==> src/rtl/jtpopeye_bck_pkg.sv <==
// rtl/jtpopeye_bck_pkg.sv - shared constants, state type and nibble merge for the background RAM arbiter
package jtpopeye_bck_pkg;

    localparam int BCK_DEPTH   = 4;   // CPU write FIFO entries
    localparam int BCK_AW      = 12;  // background RAM address width
    localparam int BCK_ENTRY_W = 17;  // {nibble select, RAM address, write nibble}

    typedef enum logic [1:0] {
        ST_IDLE = 2'd0,
        ST_RD   = 2'd1,
        ST_CAP  = 2'd2,
        ST_WR   = 2'd3
    } bck_state_t;

    // Replace one nibble of a RAM byte; i_hi selects bits [7:4].
    function automatic logic [7:0] bck_merge(input logic i_hi, input logic [3:0] i_nib,
                                             input logic [7:0] i_byte);
        return i_hi ? {i_nib, i_byte[3:0]} : {i_byte[7:4], i_nib};
    endfunction

endpackage

==> src/rtl/jtpopeye_bck_fifo.sv <==
// rtl/jtpopeye_bck_fifo.sv - CPU write FIFO with count, registered full and look-ahead head
//
// Ports:
//   clk, rst_n   clock, asynchronous active-low reset
//   i_push       write i_din (ignored while full)
//   i_pop        drop the head entry (ignored while empty)
//   o_head       current head entry
//   o_head_nxt   entry that becomes head once this cycle's pop completes
//   o_count      number of stored entries
//   o_full       registered count==DEPTH
//   o_empty      count==0
module jtpopeye_bck_fifo
    import jtpopeye_bck_pkg::*;
#(
    parameter int DEPTH = BCK_DEPTH,
    parameter int W     = BCK_ENTRY_W
) (
    input  logic                   clk,
    input  logic                   rst_n,
    input  logic                   i_push,
    input  logic [W-1:0]           i_din,
    input  logic                   i_pop,
    output logic [W-1:0]           o_head,
    output logic [W-1:0]           o_head_nxt,
    output logic [$clog2(DEPTH):0] o_count,
    output logic                   o_full,
    output logic                   o_empty
);

    localparam int          PW       = $clog2(DEPTH);
    localparam logic [PW:0] CNT_FULL = (PW+1)'(DEPTH);
    localparam logic [PW:0] CNT_ONE  = (PW+1)'(1);

    logic [W-1:0]  r_mem [DEPTH];
    logic [PW-1:0] r_wptr;
    logic [PW-1:0] r_rptr;
    logic [PW:0]   r_count;
    logic          r_full;

    logic          w_push;
    logic          w_pop;
    logic [PW:0]   w_count_nxt;
    logic [PW-1:0] w_rptr_inc;

    assign w_push     = i_push && !r_full;
    assign w_pop      = i_pop && (r_count != '0);
    assign w_rptr_inc = r_rptr + PW'(1);

    always_comb begin
        w_count_nxt = r_count;
        if (w_push && !w_pop) begin
            w_count_nxt = r_count + CNT_ONE;
        end else if (!w_push && w_pop) begin
            w_count_nxt = r_count - CNT_ONE;
        end
    end

    always_ff @(posedge clk) begin
        if (w_push) begin
            r_mem[r_wptr] <= i_din;
        end
    end

    always_ff @(posedge clk or negedge rst_n) begin
        if (!rst_n) begin
            r_wptr  <= '0;
            r_rptr  <= '0;
            r_count <= '0;
            r_full  <= 1'b0;
        end else begin
            if (w_push) r_wptr <= r_wptr + PW'(1);
            if (w_pop)  r_rptr <= w_rptr_inc;
            r_count <= w_count_nxt;
            r_full  <= (w_count_nxt == CNT_FULL);
        end
    end

    assign o_head     = r_mem[r_rptr];
    // With a single entry left, the next head can only be the one arriving now.
    assign o_head_nxt = (r_count == CNT_ONE) ? i_din : r_mem[w_rptr_inc];
    assign o_count    = r_count;
    assign o_full     = r_full;
    assign o_empty    = (r_count == '0);

endmodule

==> src/rtl/jtpopeye_bck_arb.sv <==
// rtl/jtpopeye_bck_arb.sv - background RAM arbiter: CPU nibble RMW writes vs. priority video reads
//
// Ports:
//   clk, rst_n              clock, asynchronous active-low reset
//   CSBW_n, DWRBK           CPU chip select (active low) and write strobe (rising edge captures)
//   cpu_addr, cpu_din       CPU address (bit 12 = high nibble) and write nibble
//   cpu_wait, ovf           FIFO full, sticky dropped-write flag
//   vid_req, vid_addr,
//   vid_lo                  video read request pulse, address, nibble select (1 = [3:0])
//   vid_valid, vid_data     returned nibble, valid pulse 2 clk after grant
//   ram_addr, ram_din,
//   ram_we, ram_dout        single-port RAM interface, ram_dout valid 1 clk after ram_addr
module jtpopeye_bck_arb
    import jtpopeye_bck_pkg::*;
#(
    parameter int DEPTH = BCK_DEPTH,
    parameter int AW    = BCK_AW
) (
    input  logic          clk,
    input  logic          rst_n,
    input  logic          CSBW_n,
    input  logic          DWRBK,
    input  logic [AW:0]   cpu_addr,
    input  logic [3:0]    cpu_din,
    output logic          cpu_wait,
    output logic          ovf,
    input  logic          vid_req,
    input  logic [AW-1:0] vid_addr,
    input  logic          vid_lo,
    output logic          vid_valid,
    output logic [3:0]    vid_data,
    output logic [AW-1:0] ram_addr,
    output logic [7:0]    ram_din,
    output logic          ram_we,
    input  logic [7:0]    ram_dout
);

    localparam int             EW      = AW + 5;
    localparam int             CW      = $clog2(DEPTH) + 1;
    localparam logic [CW-1:0]  CNT_ONE = CW'(1);

    bck_state_t    r_state;
    bck_state_t    w_state_nxt;

    logic          r_dwrbk;
    logic          r_ovf;
    logic [AW-1:0] r_ram_addr;
    logic [7:0]    r_ram_din;
    logic          r_ram_we;
    logic          r_cur_hi;
    logic [3:0]    r_cur_din;

    logic          r_vpend;
    logic [AW-1:0] r_vpend_addr;
    logic          r_vpend_lo;
    logic          r_vp0;
    logic          r_vp0_lo;
    logic          r_vp1;
    logic          r_vp1_lo;
    logic          r_vid_valid;
    logic [3:0]    r_vid_data;

    logic          w_capture;
    logic          w_push;
    logic          w_pop;
    logic [EW-1:0] w_entry;
    logic [EW-1:0] w_head;
    logic [EW-1:0] w_head_nxt;
    logic [EW-1:0] w_rd_entry;
    logic [CW-1:0] w_count;
    logic          w_full;
    logic          w_empty;
    logic          w_vreq;
    logic [AW-1:0] w_vaddr;
    logic          w_vlo;
    logic          w_grant;

    assign w_capture = !r_dwrbk && DWRBK && !CSBW_n;
    assign w_push    = w_capture && !w_full;
    assign w_entry   = {cpu_addr, cpu_din};

    jtpopeye_bck_fifo #(
        .DEPTH (DEPTH),
        .W     (EW)
    ) u_fifo (
        .clk        (clk),
        .rst_n      (rst_n),
        .i_push     (w_push),
        .i_din      (w_entry),
        .i_pop      (w_pop),
        .o_head     (w_head),
        .o_head_nxt (w_head_nxt),
        .o_count    (w_count),
        .o_full     (w_full),
        .o_empty    (w_empty)
    );

    // A request that lands on WR is parked and presented again next cycle.
    assign w_vreq  = vid_req || r_vpend;
    assign w_vaddr = r_vpend ? r_vpend_addr : vid_addr;
    assign w_vlo   = r_vpend ? r_vpend_lo   : vid_lo;
    assign w_grant = w_vreq && (r_state != ST_WR);

    // Leaving WR for RD must address the entry behind the one being popped.
    assign w_rd_entry = (r_state == ST_WR) ? w_head_nxt : w_head;

    always_comb begin
        w_state_nxt = r_state;
        w_pop       = 1'b0;
        case (r_state)
            ST_IDLE: if (!w_grant && !w_empty) w_state_nxt = ST_RD;
            ST_RD:   w_state_nxt = w_grant ? ST_IDLE : ST_CAP;
            ST_CAP:  w_state_nxt = w_grant ? ST_IDLE : ST_WR;
            ST_WR: begin
                w_pop       = 1'b1;
                w_state_nxt = ((w_count != CNT_ONE) || w_push) ? ST_RD : ST_IDLE;
            end
            default: w_state_nxt = ST_IDLE;
        endcase
    end

    always_ff @(posedge clk or negedge rst_n) begin
        if (!rst_n) begin
            r_state      <= ST_IDLE;
            r_dwrbk      <= 1'b0;
            r_ovf        <= 1'b0;
            r_ram_addr   <= '0;
            r_ram_din    <= '0;
            r_ram_we     <= 1'b0;
            r_cur_hi     <= 1'b0;
            r_cur_din    <= '0;
            r_vpend      <= 1'b0;
            r_vpend_addr <= '0;
            r_vpend_lo   <= 1'b0;
            r_vp0        <= 1'b0;
            r_vp0_lo     <= 1'b0;
            r_vp1        <= 1'b0;
            r_vp1_lo     <= 1'b0;
            r_vid_valid  <= 1'b0;
            r_vid_data   <= '0;
        end else begin
            r_state <= w_state_nxt;
            r_dwrbk <= DWRBK;
            if (w_capture && w_full) r_ovf <= 1'b1;

            if (r_state == ST_WR && vid_req) begin
                r_vpend      <= 1'b1;
                r_vpend_addr <= vid_addr;
                r_vpend_lo   <= vid_lo;
            end else if (w_grant) begin
                r_vpend <= 1'b0;
            end

            // RAM port: the video slot wins over any RMW step.
            r_ram_we <= 1'b0;
            if (w_grant) begin
                r_ram_addr <= w_vaddr;
            end else if (w_state_nxt == ST_RD) begin
                r_ram_addr <= w_rd_entry[EW-2:4];
                r_cur_hi   <= w_rd_entry[EW-1];
                r_cur_din  <= w_rd_entry[3:0];
            end else if (w_state_nxt == ST_WR) begin
                r_ram_we  <= 1'b1;
                r_ram_din <= bck_merge(r_cur_hi, r_cur_din, ram_dout);
            end

            // Grant -> address on RAM -> data out of RAM -> nibble returned.
            r_vp0       <= w_grant;
            r_vp0_lo    <= w_vlo;
            r_vp1       <= r_vp0;
            r_vp1_lo    <= r_vp0_lo;
            r_vid_valid <= r_vp1;
            if (r_vp1) r_vid_data <= r_vp1_lo ? ram_dout[3:0] : ram_dout[7:4];
        end
    end

    assign cpu_wait  = w_full;
    assign ovf       = r_ovf;
    assign vid_valid = r_vid_valid;
    assign vid_data  = r_vid_data;
    assign ram_addr  = r_ram_addr;
    assign ram_din   = r_ram_din;
    assign ram_we    = r_ram_we;

endmodule

==> config.mk <==
export PLATFORM = sky130hd
export DESIGN_NAME = jtpopeye_bck_arb
export DESIGN_NICKNAME = d
export VERILOG_FILES = /design/src/rtl/jtpopeye_bck_pkg.sv /design/src/rtl/jtpopeye_bck_fifo.sv /design/src/rtl/jtpopeye_bck_arb.sv
export SDC_FILE = /design/constraint.sdc
export NUM_CORES = 1
export LEC_CHECK = 0
export ABC_AREA = 1
export CORE_MARGIN = 3
export CORE_UTILIZATION = 60
export CTS_BUF_LIST = sky130_fd_sc_hd__clkbuf_8 sky130_fd_sc_hd__clkbuf_16
export CTS_CLUSTER_DIAMETER = 100
export DETAILED_ROUTE_END_ITERATION = 16
export GPL_TIMING_DRIVEN = 0
export MAX_ROUTING_LAYER = met4
export PLACE_DENSITY_LB_ADDON = 0.05
export SLEW_MARGIN = 20
export SYNTH_ARGS = -nofsm -noshare
export SYNTH_HDL_FRONTEND = slang
export SYNTH_SLANG_ARGS = --single-unit
==> constraint.sdc <==
create_clock -name clk -period 2.61 [get_ports clk]
set_input_delay 0.522 -clock clk [delete_from_list [all_inputs] [get_ports clk]]
set_output_delay 0.522 -clock clk [all_outputs]
set_load 0.005 [all_outputs]
==> results.md, run 1 <==
- Max Root-Sink Buffers: 2
- Num CTS Buffers: 17
- Via count: 5623
- Synth async-reset ratio: between 40% and 50%
- Pwr dens: about 1100 mW/mm^2
- Post-CTS setup buffers: 0
- Cell Count, Final, Fillers Out: 977
- CP top delay family: simple AND/OR/NAND/NOR gates
- First-pass GRT wire length: between 20000 and 30000 um
- Crit path largest cell delay: 410 ps
- Hold buffers post-CTS: 1
- F_max: between 400 and 500 MHz
- Die area: 0.0120 mm^2
- Number of instances in the placed design: between 900 and 1000
- Max VDD drop: 0.000753 V
- Least-Margin Pin Slew: 732 ps
- Post-synthesis sequential area ratio: 55.6%
- Hold Crit Start: r_vp0_lo
- Ant. Diodes: 0
- Skew final: 5.98 ps
- Placed cell area: 0.00737 mm^2
- Fin crit period: 2140 ps
- Critical Path AT: 2610 ps
- Setup TNS: 0 ps
- Status: finished, final reports clean
- Ys flop type: edfxtp_1
- Port Buffers: 70
- HPWL after DPL: 11800 um
- Vias in the first global route: roughly 5600
- Clock root buffer master: clkbuf_8
- Worst-path clk slew: 60 ps
- Antenna violations before repair: 0
- CTS tree: yes
- DIE HEIGHT: 109 um
- Static leakage: roughly 3.6 nW
- Layout area overhead: 24.2%
- Largest net degree at the start of global routing: 54
- Clk sinks: 129
- Crit path cell chain: inv_1, ha_1, inv_1, nor2_1, nand2_1, nand2_2, nand2_2, nand3_2, buf_2, nand3_1, nand2_1
- Final WS setup: 471 ps
- Layout cells sized above 1: 10.8%
- Crit share post-route: 82.0%
- Slew headroom: 51.2%
- Worst setup SP type: register
- # rows: 37
- RSZ-0062 raised after global routing: no
- Max-Cap Viols: 0
- Final setup violation count: 0
- Synth top cells by count: nand2_1, edfxtp_1, dfrtp_1
- Final Cell Area: 0.00797 mm^2
- Post-synth top area cell: edfxtp_1
- Die X: 109 um
- Dpl ws: 31.9 ps
- Post-synth EDFFs: 68
- Number of gates resized after cts: 0
- Antenna-violating nets left: 0
- Worst skew pair latency: 540 ps
- Final Max Slew Viols: 0
- CP Launch Point: u_fifo.o_count[1]
- Ports: 71
- Starting DRT DRC Count: 696
- Yosys warnings: 0
- Top-count cell post-synth: nand2_1
- Min-delay worst type: reg2reg
- DR DRC count: 0
- Crit path capture type: register
- Detailed Routing Iterations Pass 1: 5
- Mapped Nets: approximately 780
- Crit path kind: reg2reg
- Fillers: 728
- Final Hold Violating Endpoints: 0
- Synthesized flop and latch total: around 130
- Syn Inst Count: 733
- GRT Residual Overflow: 0
- Wirelength, routed: between 15000 and 20000 um
- Post-Syn Area: 0.00641 mm^2
- Reg-to-reg startpoint: u_fifo.o_count[1]
- Final #Nets: 879
- Netlist cell types: 34
- Req. time, crit path: 3080 ps
- Largest cells by area after synthesis: edfxtp_1, dfrtp_1, nand2_1
- Placeable core area: 0.0104 mm^2
- Vias per inst: 5.76
- Tot GR Track Use: 32.0%
- RePlAce Congestion: 0.881
- Avg Cell Area, Syn: 8.75 um^2
- Initial Utilization: 61.8%
- H-tree depth: 4
- Buf+Inv Stages, Crit Path: 3
- Worst Path Max Fanout: 10
- Drt wl/cell: 18.2 um
- CP max-delay cell: nor2_1
- Synth top area share: 31.8%
==> area by class of cell <==
type                            count  area [um^2]  area share [%]
Tap cell                          136          170            2.14
Clock buffer                       22          494            6.20
Buffer                             37          225            2.83
Multi-Input combinational cell    502         2380            29.9
Sequential cell                   129         3570            44.8
Clock inverter                     10         93.8            1.18
Inverter                           65          246            3.09
Timing Repair Buffer               76          785            9.85
==> worst register-to-register path, stage by stage (launching register included) <==
cell     delay (ps)
dfrtp_1         390
inv_1           120
ha_1            190
inv_1            50
nor2_1          410
nand2_1         130
nand2_2         110
nand2_2          50
nand3_2         100
buf_2           300
nand3_1         120
nand2_1         120
==> state kept, by name, indices dropped and copies added (netlist names), 2 cells and up <==
signal / flops
r_cur_din: 4
r_state: 2
r_vpend_addr: 12
ram_addr: 12
ram_din: 8
u_fifo.o_count: 3
u_fifo.r_mem: 68
u_fifo.r_rptr: 2
u_fifo.r_wptr: 2
vid_data: 4
==> power by group <==
part / leakage (nW) / total, mW / switching, mW / internal (mW)
combinational: 1.96 / 3.89 / 2.42 / 1.47
clock: 0.314 / 2.33 / 0.835 / 1.50
sequential: 1.34 / 2.89 / 0.255 / 2.63
total: 3.62 / 9.10 / 3.51 / 5.59
==> layer usage <==
| layer | vias up | part of all wire [%] | global-route usage (%) |
|---|---|---|---|
| met4 | 0 | 2.7 | 14.4 |
| met1 | 2623 | 36 | 37.8 |
| met5 | - | 0 | - |
| met3 | 53 | 11 | 6.75 |
| met2 | 342 | 51 | 52.9 |
| li1 | 2605 | - | - |
==> layout by cell type (no fill, tap or decap), drive strengths merged <==
master         netlist  final
nand3b               1      1
clkinv               0      1
ha                   8      8
clkdlybuf4s50        0     69
xor2                 3      3
or2                  6      6
a21oi               34     34
xnor2                1      1
dlygate4sd3          0      1
o211ai              15     15
nor3                 1      1
nand3               61     61
o21ai               66     66
dfrtp               61     61
a31oi                4      4
o21bai               1      1
buf                 29     35
nand2              236    236
o21a                 4      4
nand4                3      3
clkbuf               8     30
nor2                58     58
edfxtp              68     68
bufinv               0      2
inv                 65     72
==> logic make-up (layout without fill, tap and decap cells) <==
family	after synthesis	after routing	synth area share, %
xor+xnor	4	4	0.546
flops	129	129	55.6
buf+inv	102	210	7.35
compound gates	124	124	10.7
fa+ha+maj	8	8	1.56
simple gates	366	366	24.2
==> through the flow <==
stage	power (mW)	hold slack (ps)	utilization, %
finish	9.10	351	76.8
global route	9.64	361	76.8
detailed placement	6.66	342	71.1
CTS	9.03	355	76.8
global placement	6.50	333	70.2
floorplan	5.26	226	-
==> path summary, 6_finish.rpt <==
check,slack [ps],to,depth (start not counted)
max in group asynchronous,1720,u_fifo.o_count[1],3
worst min register to register,350,r_vp1_lo,0
worst max-delay path,470,ram_addr[3],11
min in group asynchronous,380,u_fifo.r_rptr[0],2
worst max register to register,470,ram_addr[3],11
worst min-delay path,350,r_vp1_lo,0
(Power assumes the default switching activity.)
==> run 2, diff against run 1 <==
--- a/config.mk
+++ b/config.mk
@@ -7,7 +7,7 @@
 export LEC_CHECK = 0
 export ABC_AREA = 1
 export CORE_MARGIN = 3
-export CORE_UTILIZATION = 60
+export CORE_UTILIZATION = 57
 export CTS_BUF_LIST = sky130_fd_sc_hd__clkbuf_8 sky130_fd_sc_hd__clkbuf_16
 export CTS_CLUSTER_DIAMETER = 100
 export DETAILED_ROUTE_END_ITERATION = 16
==> constraint.sdc (replaced) <==
create_clock -name clk -period 2 [get_ports clk]
set_input_delay 0.4 -clock clk [delete_from_list [all_inputs] [get_ports clk]]
set_output_delay 0.4 -clock clk [all_outputs]
set_load 0.005 [all_outputs]
==> results.md, run 2 (synthesized netlist as in run 1, its figures left out) <==
- PnR Total Power: ~12 mW
- Hold Crit Start: r_vp0_lo
- Drt wl/cell: 17.9 um
- Reg-to-reg startpoint: u_fifo.o_count[1]
- Most common cell after layout, fill and taps aside: nand2_1
- Worst setup SP type: register
- Pwr dens: 1480 mW/mm^2
- Ports: 71
- Hold path depth: 0
- Dpl ws: -268 ps
- Max VDD drop: a little over 0.0008 V
- Status: finished, final reports clean
- Number of flip-flops in the largest register: slightly below 70
- Most frequent cells in the layout: nand2_1, clkdlybuf4s50_1, edfxtp_1, inv_1, dfrtp_1
- DR DRC count: 0
- Worst-path clk slew: around 50 ps
- First-pass GRT wire length: approximately 28000 um
- Final Hold Violating Endpoints: 0
- Vias in the first global route: 5781
- CP Launch Point: u_fifo.o_count[1]
- Fillers: 859
- Port Buffers: 70
- Fin crit period: 1840 ps
- RePlAce Congestion: 0.848
- Worst Path Max Fanout: 10
- H-tree depth: 4
- Static leakage: between 3 and 4 nW
- DIE HEIGHT: 112 um
- Hold EP: r_vp1_lo
- Largest net degree at the start of global routing: 54
- Max-Cap Viols: 0
- Die X: 112 um
- Wirelength, routed: 17600 um
- Vias per inst: 5.71
- GRT Residual Overflow: 0
- Layout cells sized above 1: 11.3%
- CTS tree: yes
- Crit path capture type: register
- Via count: 5604
- Number of instances in the placed design: 948
- Initial Utilization: around three fifths
- Worst skew pair latency: 420 ps
- HPWL after DPL: 11900 um
- F_max: about 540 MHz
- Register area: around 0.0036 mm^2
- Min-delay worst type: reg2reg
- Core Util, Final: 72.9%
- Antenna-violating nets left: 0
- Crit share post-route: 92.0%
- Area of the multi-input gates: about 0.0024 mm^2
- # rows: 38
- Clock root buffer master: clkbuf_16
- Placeable core area: approximately 0.011 mm^2
- CP max-delay cell: dfrtp_1
- Most frequent CP cell: nand3_1
- Num CTS Buffers: 17
- Starting DRT DRC Count: approximately 550
- R2r endpoint: ram_addr[2]
- Cell Count, Final, Fillers Out: slightly below 1000
- Worst reg2reg setup slack: between 150 and 200 ps
- Buf+Inv Stages, Crit Path: 3
- Post-CTS setup buffers: 0
- Skew final: between 6 and 7 ps
- Ant. Diodes: 0
- Reg2Reg Depth: 11
- Detailed Routing Iterations Pass 1: 5
- Final #Nets: 879
- CP top delay family: simple AND/OR/NAND/NOR gates
- RSZ-0062 raised after global routing: no
- Final Max Slew Viols: 0
- Crit path largest cell delay: approximately 400 ps
- Final WS setup: 160 ps
- Antenna violations before repair: 0
- Least-Margin Pin Slew: 670 ps
- Setup TNS: 0 ps
- Most flops, register: u_fifo.r_mem
- Final Cell Area: between 0.007 and 0.008 mm^2
- Slew headroom: 55.3%
- Layout area overhead: 24.3%
- Hold_ws: 346 ps
- Die area: 0.0126 mm^2
- Tot GR Track Use: 30.0%
- Crit path kind: reg2reg
- Max Root-Sink Buffers: 2
- Clk sinks: between 100 and 150
- Critical Path AT: 2190 ps
- Placed cell area: 0.00737 mm^2
- Req. time, crit path: 2350 ps
- Crit path cell chain: inv_1, ha_1, inv_1, nor2_4, clkbuf_4, a21oi_1, nand3_1, nand2_1, nand2_1, nand3_1, nand3_1
- Final setup violation count: 0
run 2: routing by layer:
layer | track usage [%] | vias up | routed length, um
met3 | 5.28 | 45 | 1240
met2 | 49.7 | 265 | 8910
met5 | - | - | 0
met1 | 36.5 | 2684 | 7010
met4 | 12.7 | 0 | 422
li1 | - | 2610 | -
run 2: where the power goes:
group          internal, mW  leakage [nW]  switching [mW]
clock network          1.92         0.287            1.11
logic                  1.93          1.96            3.11
registers              3.43          1.34           0.328
total                  7.29          3.59            4.54
run 2: what timing repair did:
item | in CTS | in global routing
gates resized for setup | 1 | 6
hold buffers | 1 | 0
endpoints found under the setup margin | 12 | 11
hold endpoints to repair | 8 | 0
run 2: worst max path at each step:
stage                          to  slack (ps)  cells past startpoint
4_1_cts               ram_addr[5]          70                     11
3_5_place_dp   u_fifo.r_mem[1][6]        -270                      6
5_1_grt               ram_addr[4]          10                     11
2_1_floorplan  u_fifo.r_mem[0][0]         180                      4
3_3_place_gp     u_fifo.r_wptr[1]       -1630                      1
6_report              ram_addr[2]         160                     11
run 2: worst register-to-register path: stages, from the launching register on:
cell and delay, ps:
dfrtp_1 410, inv_1 120, ha_1 180, inv_1 80
nor2_4 170, clkbuf_4 270, a21oi_1 70, nand3_1 80
nand2_1 60, nand2_1 130, nand3_1 110, nand3_1 100
run 2: final cells by class:
type,instances,share of cell area [%]
Clock buffer,17,5.34
Inverter,65,3.09
Clock inverter,15,1.88
Buffer,37,2.90
Sequential cell,129,44.8
Tap cell,140,2.20
Timing Repair Buffer,76,9.79
Multi-Input combinational cell,502,30.0
